===== config.mk =====
export PLATFORM = sky130hd
export DESIGN_NAME = step_pacer
export DESIGN_NICKNAME = d
export VERILOG_FILES = /design/src/rtl/pacer_pkg.sv /design/src/rtl/down_counter.sv /design/src/rtl/step_pacer.sv
export SDC_FILE = /design/constraint.sdc
export NUM_CORES = 1
export LEC_CHECK = 0
export BUFFER_PORTS_ARGS = -buffer_cell sky130_fd_sc_hd__buf_2
export CORE_MARGIN = 1.5
export CORE_UTILIZATION = 50
export DETAILED_ROUTE_END_ITERATION = 12
export GPL_TIMING_DRIVEN = 0
export HOLD_SLACK_MARGIN = 0.1
export PLACE_DENSITY = 0.69
export SETUP_SLACK_MARGIN = 0.1
export SYNTH_ARGS = -nofsm -noshare
export SYNTH_HDL_FRONTEND = slang
export SYNTH_SLANG_ARGS = --single-unit

===== constraint.sdc =====
create_clock -name clk -period 2.83 [get_ports clk]
set_input_delay 0.1415 -clock clk [delete_from_list [all_inputs] [get_ports clk]]
set_output_delay 0.1415 -clock clk [all_outputs]
set_load 0.005 [all_outputs]

===== src/rtl/pacer_pkg.sv =====
// rtl/pacer_pkg.sv - state type and default step periods shared by step_pacer
package pacer_pkg;

   typedef enum logic [1:0] {
      IDLE     = 2'd0,
      COUNT    = 2'd1,
      WAIT_ACK = 2'd2
   } pacer_state_e;

   // P0/P1 are short enough for simulation; P2/P3 are the real-time rates
   localparam int unsigned DEF_P0 = 4;
   localparam int unsigned DEF_P1 = 8;
   localparam int unsigned DEF_P2 = 1000000;
   localparam int unsigned DEF_P3 = 12500000;

endpackage


===== src/rtl/down_counter.sv =====
// rtl/down_counter.sv - loadable down-counter with zero flag; holds at zero
module down_counter #(
   parameter int unsigned W = 24
) (
   input  logic         clk,
   input  logic         reset,
   input  logic         clr_i,
   input  logic         load_i,
   input  logic         dec_i,
   input  logic [W-1:0] load_val_i,
   output logic         zero_o
);

   logic [W-1:0] cnt_q, cnt_d;

   always_comb begin
      cnt_d = cnt_q;
      if (clr_i) begin
         cnt_d = '0;
      end else if (load_i) begin
         cnt_d = load_val_i;
      end else if (dec_i && (cnt_q != '0)) begin
         cnt_d = cnt_q - W'(1);
      end
   end

   always_ff @(posedge clk or posedge reset) begin
      if (reset) begin
         cnt_q <= '0;
      end else begin
         cnt_q <= cnt_d;
      end
   end

   assign zero_o = (cnt_q == '0);

endmodule


===== src/rtl/step_pacer.sv =====
// rtl/step_pacer.sv - paces enable into periodic step_req/step_ack handshakes
// and counts acknowledged steps, flagging datapath overruns.
module step_pacer #(
   parameter int unsigned GEN_W = 16,
   parameter int unsigned DIV_W = 24,
   parameter int unsigned P0    = pacer_pkg::DEF_P0,
   parameter int unsigned P1    = pacer_pkg::DEF_P1,
   parameter int unsigned P2    = pacer_pkg::DEF_P2,
   parameter int unsigned P3    = pacer_pkg::DEF_P3
) (
   input  logic             clk,
   input  logic             reset,
   input  logic             en,
   input  logic             rst,
   input  logic [1:0]       period_sel,
   input  logic             step_ack,
   output logic             step_req,
   output logic             tick,
   output logic             busy,
   output logic [GEN_W-1:0] gen_count,
   output logic             overrun
);

   import pacer_pkg::*;

   pacer_state_e     state_q, state_d;
   logic             step_req_q, step_req_d;
   logic             tick_q, tick_d;
   logic             overrun_q, overrun_d;
   logic [GEN_W-1:0] gen_q, gen_d;

   logic             cnt_clr, cnt_load, cnt_dec, cnt_zero;
   logic [DIV_W-1:0] reload_val;

   // period_sel only matters at the moment a reload is requested
   always_comb begin
      unique case (period_sel)
         2'd0:    reload_val = DIV_W'(P0 - 32'd1);
         2'd1:    reload_val = DIV_W'(P1 - 32'd1);
         2'd2:    reload_val = DIV_W'(P2 - 32'd1);
         default: reload_val = DIV_W'(P3 - 32'd1);
      endcase
   end

   down_counter #(
      .W (DIV_W)
   ) u_div (
      .clk        (clk),
      .reset      (reset),
      .clr_i      (cnt_clr),
      .load_i     (cnt_load),
      .dec_i      (cnt_dec),
      .load_val_i (reload_val),
      .zero_o     (cnt_zero)
   );

   always_comb begin
      state_d    = state_q;
      step_req_d = step_req_q;
      tick_d     = 1'b0;
      overrun_d  = overrun_q;
      gen_d      = gen_q;
      cnt_clr    = 1'b0;
      cnt_load   = 1'b0;
      cnt_dec    = 1'b0;

      if (rst) begin
         state_d    = IDLE;
         step_req_d = 1'b0;
         overrun_d  = 1'b0;
         gen_d      = '0;
         cnt_clr    = 1'b1;
      end else begin
         unique case (state_q)
            IDLE: begin
               if (en) begin
                  cnt_load = 1'b1;
                  state_d  = COUNT;
               end
            end
            COUNT: begin
               if (!en) begin
                  cnt_clr = 1'b1;
                  state_d = IDLE;
               end else if (!cnt_zero) begin
                  cnt_dec = 1'b1;
               end else begin
                  step_req_d = 1'b1;
                  cnt_load   = 1'b1;
                  state_d    = WAIT_ACK;
               end
            end
            WAIT_ACK: begin
               // divider keeps running during the handshake so spacing stays P
               if (step_ack) begin
                  step_req_d = 1'b0;
                  tick_d     = 1'b1;
                  gen_d      = gen_q + GEN_W'(1);
                  if (!en) begin
                     cnt_clr = 1'b1;
                     state_d = IDLE;
                  end else begin
                     cnt_load = cnt_zero;
                     cnt_dec  = !cnt_zero;
                     state_d  = COUNT;
                  end
               end else if (cnt_zero) begin
                  overrun_d = 1'b1;
                  cnt_load  = 1'b1;
               end else begin
                  cnt_dec = 1'b1;
               end
            end
            default: begin
               cnt_clr = 1'b1;
               state_d = IDLE;
            end
         endcase
      end
   end

   always_ff @(posedge clk or posedge reset) begin
      if (reset) begin
         state_q    <= IDLE;
         step_req_q <= 1'b0;
         tick_q     <= 1'b0;
         overrun_q  <= 1'b0;
         gen_q      <= '0;
      end else begin
         state_q    <= state_d;
         step_req_q <= step_req_d;
         tick_q     <= tick_d;
         overrun_q  <= overrun_d;
         gen_q      <= gen_d;
      end
   end

   assign step_req  = step_req_q;
   assign tick      = tick_q;
   assign busy      = (state_q != IDLE);
   assign gen_count = gen_q;
   assign overrun   = overrun_q;

endmodule


After elaboration in Yosys (flattened, before gate mapping)
Index checks and enable logic that the tools add are counted.
{"block": "op_classes", "n_addsub": 2, "multipliers": 0, "div_mod_pow": 0, "magnitude_cmp": 0, "eq_ne": 10, "shift": 0, "mux": 42, "bitwise_logic": 0, "n_reduce_logical": 16}
{"op": "$mux 24", "count": 3}
{"op": "$pmux 24 s3", "count": 1}
{"op": "$mux 16", "count": 3}
{"op": "$mux 1", "count": 25}
{"op": "$logic_not 24->1", "count": 1}
{"op": "$reduce_bool 24->1", "count": 1}
{"op": "$sub 24x1->24 const B", "count": 1}
{"op": "$add 16x1->16 const B", "count": 1}
{"op": "$ne 3x3->1 const B", "count": 4}
{"op": "$mux 2", "count": 5}
{"op": "$reduce_bool 2->1", "count": 4}
{"op": "$pmux 1 s3", "count": 2}
{"op": "$pmux 2 s3", "count": 1}
{"op": "$reduce_and 3->1", "count": 2}
{"op": "$reduce_bool 3->1", "count": 2}
{"op": "$eq 2x1->1 const B", "count": 2}
{"op": "$eq 2x2->1 const B", "count": 2}
{"op": "$logic_not 2->1", "count": 2}
{"op": "$ne 4x4->1 const B", "count": 1}
{"op": "$pmux 1 s2", "count": 2}
{"op": "$reduce_and 4->1", "count": 1}
{"op": "$ne 2x2->1 const B", "count": 1}
{"op": "$reduce_and 2->1", "count": 1}
{"op": "$logic_and 1x1->1", "count": 1}
{"op": "$logic_not 1->1", "count": 1}
{"block": "word_totals", "register_bits": 45, "latchBits": 0, "mem_bits_rw": 0, "mem_bits_ro": 0, "elab_cells": 76, "n_memories": 0}

Depth between registers and ports, before layout
{"block": "logic_depth", "depth_word": 10, "depth_mapped": 11, "mapped_depth_nobuf": 8}

Hierarchy
From an unflattened synthesis, not the netlist that was laid out.
{"block": "hier_totals", "cells_unflattened": 314, "area_unflattened_um2": 2798.9}
{"module": "down_counter", "instances": 1, "cells_per_inst": 180, "area_per_inst_um2": 1621.6}
{"module": "step_pacer", "instances": 1, "cells_per_inst": 134, "area_per_inst_um2": 1177.4}

Worst setup path before layout
No wires, ideal clock.
{"block": "synth_timing", "path_kind": "flip-flop to flip-flop", "from": "register state_q[0]", "to": "register u_div.cnt_q[9]", "setup_ns": 0.123, "arrival_time_ns": 2.047, "required_time_ns": 2.707, "path_slack_ns": 0.661, "stages_incl_launch_ff": 12, "n_path_buf": 3, "period_less_slack_ns": 2.169, "path_cell_list": "dfrtp_1 inv_1 ha_1 o21ai_0 and2_1 buf_2 nor2_1 nor4_1 buf_2 buf_6 a21oi_1 o221a_2"}
{"block": "synth_between", "elab_chain_len": 5, "word_cells_on_any_way": 13, "cone_classes": "eq/ne: 2; mux: 8; reduce/logical: 3"}
{"element": "start: declaration", "line": "step_pacer.sv:26", "text": "pacer_state_e state_q, state_d;"}
{"element": "start signal: assignment", "line": "step_pacer.sv:130", "text": "state_q <= state_d;"}
{"element": "$eq 2x2->1, or another cell as far along", "line": "step_pacer.sv:74", "text": "unique case (state_q)"}
{"element": "$pmux 1 s3 or $pmux 1 s2 (tied branches)", "line": "step_pacer.sv:74"}
{"element": "$mux 1", "line": "step_pacer.sv:67", "text": "if (rst) begin"}
{"element": "$mux 24 or $logic_and 1x1->1 (tied branches)", "line": "down_counter.sv:20, down_counter.sv:22"}
{"element": "$mux 24 or $reduce_bool 3->1 (tied branches)"}
{"element": "end signal: assignment", "line": "down_counter.sv:31", "text": "cnt_q <= cnt_d;"}
{"element": "end: declaration", "line": "down_counter.sv:14", "text": "logic [W-1:0] cnt_q, cnt_d;"}
Several ways; a longest one is shown, not always the timed one.
A chain may end at the register's enable or synchronous reset.

Worst setup path after layout
{"block": "layout_timing", "from": "register state_q[0]", "to": "register u_div.cnt_q[5]"}
Same word-level chain as after synthesis.

==> run_results.csv <==
group,metric,value,unit
worst_setup_path,path_delay_family,"simple AND/OR/NAND/NOR gates",
detailed_routing,drt-total-wl,6157,um
layout,diodes,0,
sta,tightestPinTransition,0.7115,ns
cts,ctsRootBufferMaster,"clkbuf_8",
power,leakage,1.413,nW
cts,cts_sinks,45,
global_routing,track_usage,0.2144,
worst_setup_path,cp_data_required_time,3.03,ns
synth,yosys-top-cells-area,"dfrtp_1 41%, nor2_1 5.9%, o221a_2 4.9%",
global_routing,grt_start_max_net_pins,25,
worst_setup_path,slowest_stage,"or4_1",
layout,fin_cells,407,
floorplan,rows,26,
sta,timing.fmax,0.3895,GHz
synth,synth_fp_nets,315,
floorplan,core,5205,um2
synth,synth_flop_cell,"dfrtp_1",
cts,cts.clk_slew.worst_paths,0.09,ns
synth,ys_seq_area_frac,0.4111,
synth,yosys-top-cells-count,"45 x dfrtp_1, 43 x nor2_1, 33 x nand2_1",
cts,worstSkewPairLatency,0.30,ns
placed_design,place_area,2984,um2
layout,layout-drive-gt1-share,0.2077,
floorplan,die_height,77.01,um
cts,numCtsBuffers,5,
power,p_per_area,942.8,nW/um2
sta,slew_headroom,0.5220,
global_routing,grt_pass1_wl,10310,um
placed_design,place_inst,398,
detailed_routing,drc,0,
sta,maxSlewViolCount,0,
synth,synth-seq-cells,45,
synth,synth-edff-count,0,
placed_design,hpwl,4446,um
power,vdd_drop_max,0.5167,mV
worst_setup_path,end_kind,"flop",
placed_design,portBuffers,26,
detailed_routing,vias_per_cell,5.771,
synth,synth_cells,301,
layout,fin_area,3104,um2
worst_setup_path,cp_num_buf_inv,2,
detailed_routing,ant_nets,0,
global_routing,antenna_found_initial,0,
synth,yosysMostFrequentCell,"dfrtp_1",
synth,synth_largest_area_cell,"dfrtp_1",
worst_hold_path,hold_class,"in2reg",
detailed_routing,wl_per_cell,15.13,um
sta,fin_setup_tns,0,ns
cts,postCtsSetupBuffers,0,
worst_setup_path,crit_path_max_incr_delay,0.50,ns
cts,htree_levels,2,
worst_setup_path,arrival,2.76,ns
layout,post-route-util,0.5964,
power,finalPower,2.927,mW
floorplan,ios,27,
detailed_routing,drt_first_pass_iters,4,
worst_setup_path,critPathLaunchType,"flop",
worst_setup_path,path_max_fanout,9,
layout,area_growth,13.34,%
cts,clockBufferDepth,2,
synth,ys.warnings.count,0,
detailed_routing,vias,2349,
floorplan,dieArea,5931,um2
synth,ys_types,46,
job,max_cap_viol_count,0,
sta,hold_viol_final,0,
cts,cts_tree,"built",
sta,rsz0062_at_grt,"no",
sta,finalCritPeriodShare,0.9073,
global_routing,grt_overflow_total,0,
layout,fin_nets,350,
status,status,"finished, final reports clean",
floorplan,die_w,77.01,um
placed_design,routabilityCongestion,0.8501,
sta,finalCriticalPeriod,2.568,ns
sta,clock-skew-final,0.009711,ns
global_routing,grt_pass1_vias,2122,
worst_setup_path,crit_chain,"inv_1, ha_1, o21ai_0, and2_1, buf_2, or4_1, nand2_1, o21ai_1, o221a_2",
synth,async_reset_ff_frac,1.000,
floorplan,initial_core_util,0.5262,
synth,synth.avg_cell_area,9.099,um2
detailed_routing,drt_iter0_markers,141,
sta,setup_violations,0,
synth,yosys.area.top_type_share,0.4111,
worst_setup_path,crit_type,"reg2reg",
synth,synth.cell_area,2739,um2
## routing by layer
layer / wire (um) / vias to the layer above / track usage / share of wire
met5: 0 / - / 0 / 0
met4: 71 / 0 / 0.05273 / 0.012
met3: 175 / 8 / 0.02976 / 0.028
met2: 2882 / 33 / 0.3363 / 0.47
met1: 3027 / 1154 / 0.3129 / 0.49
li1: - / 1154 / - / -
## final cells by class
| class | instances | area (um2) |
|---|---|---|
| multi-input cells | 233 | 1516 |
| clock inverters | 2 | 13.76 |
| well taps | 70 | 87.58 |
| flip-flops and latches | 45 | 1126 |
| plain buffers | 11 | 65.06 |
| fillers | 489 | 2101 |
| repair buffers | 28 | 167.7 |
| inverters | 12 | 45.04 |
| clock buffers | 6 | 82.58 |
## state kept, by name (all words and copies together) (netlist names)
name,cells
step_req,1
state_q,2
u_div.cnt_q,24
gen_count,16
tick,1
overrun,1
## through the flow
step / setup WS [ns] / hold WS, ns
6_report: 0.2623 / 0.1579
5_1_grt: 0.1102 / 0.1782
4_1_cts: 0.1829 / 0.1448
3_5_place_dp: 0.2186 / 0.2214
3_3_place_gp: 0.2574 / 0.4729
2_1_floorplan: 0.6608 / 0.2942
## cells in the final DEF (no fill, tap or decap), drive strengths merged, types with 2 or more instances in the layout
cell type | netlist | final
clkinv | 0 | 2
o221ai | 2 | 2
nor3 | 4 | 4
or3 | 5 | 5
a311oi | 2 | 2
mux2i | 4 | 4
a31oi | 5 | 5
dfrtp | 45 | 45
and3 | 4 | 4
mux2 | 2 | 2
nand4 | 5 | 5
nand2 | 35 | 35
or4 | 3 | 3
nor2b | 2 | 2
nand3 | 14 | 14
o211ai | 3 | 3
ha | 7 | 7
a21oi | 22 | 22
nand2b | 3 | 3
nand4b | 2 | 2
buf | 8 | 34
o221a | 12 | 12
inv | 12 | 12
o21ai | 11 | 11
and2 | 4 | 4
clkbuf | 3 | 10
nor2 | 43 | 43
xor2 | 13 | 13
a21o | 2 | 2
nor4 | 11 | 11
xnor2 | 4 | 4
## where the power goes
| part | total (mW) | switching [mW] | internal [mW] |
|---|---|---|---|
| Sequential | 0.956 | 0.187 | 0.770 |
| Combinational | 1.54 | 0.925 | 0.617 |
| Clock | 0.429 | 0.230 | 0.198 |
| Total | 2.93 | 1.34 | 1.58 |
## path summary, 6_finish.rpt
check                           startpoint        endpoint  slack [ns]  cells past startpoint
worst max-delay path            state_q[0]  u_div.cnt_q[5]        0.26                      9
worst min-delay path              step_ack            tick        0.16                      3
worst max register to register  state_q[0]  u_div.cnt_q[5]        0.26                      9
worst min register to register     overrun         overrun        0.52                      2
max in group asynchronous            reset    gen_count[1]        1.92                      4
min in group asynchronous            reset  u_div.cnt_q[8]        0.41                      3
## worst reg2reg max path, stage by stage, from the launching register on
cell	delay, ns
dfrtp_1	0.43
inv_1	0.10
ha_1	0.29
o21ai_0	0.12
and2_1	0.16
buf_2	0.18
or4_1	0.50
nand2_1	0.29
o21ai_1	0.22
o221a_2	0.17
## repair_timing
item	CTS	global route
hold buffers	1	0
hold endpoints to repair	21	0
setup endpoints to repair	0	15
resized for setup	0	5
## cells by family (layout without fill, tap and decap cells)
logic type,count (synthesis),count (layout),synth area share
and+or+nand+nor,139,139,0.2768
adders and majority gates,7,7,0.03198
DFF,45,45,0.4111
xor gates and xnor gates,17,17,0.05436
buffers and inverters,23,59,0.03928
AOI/OAI and AO/OA,64,64,0.1636
muxes,6,6,0.02284
Power figures use the tool's default switching activity.
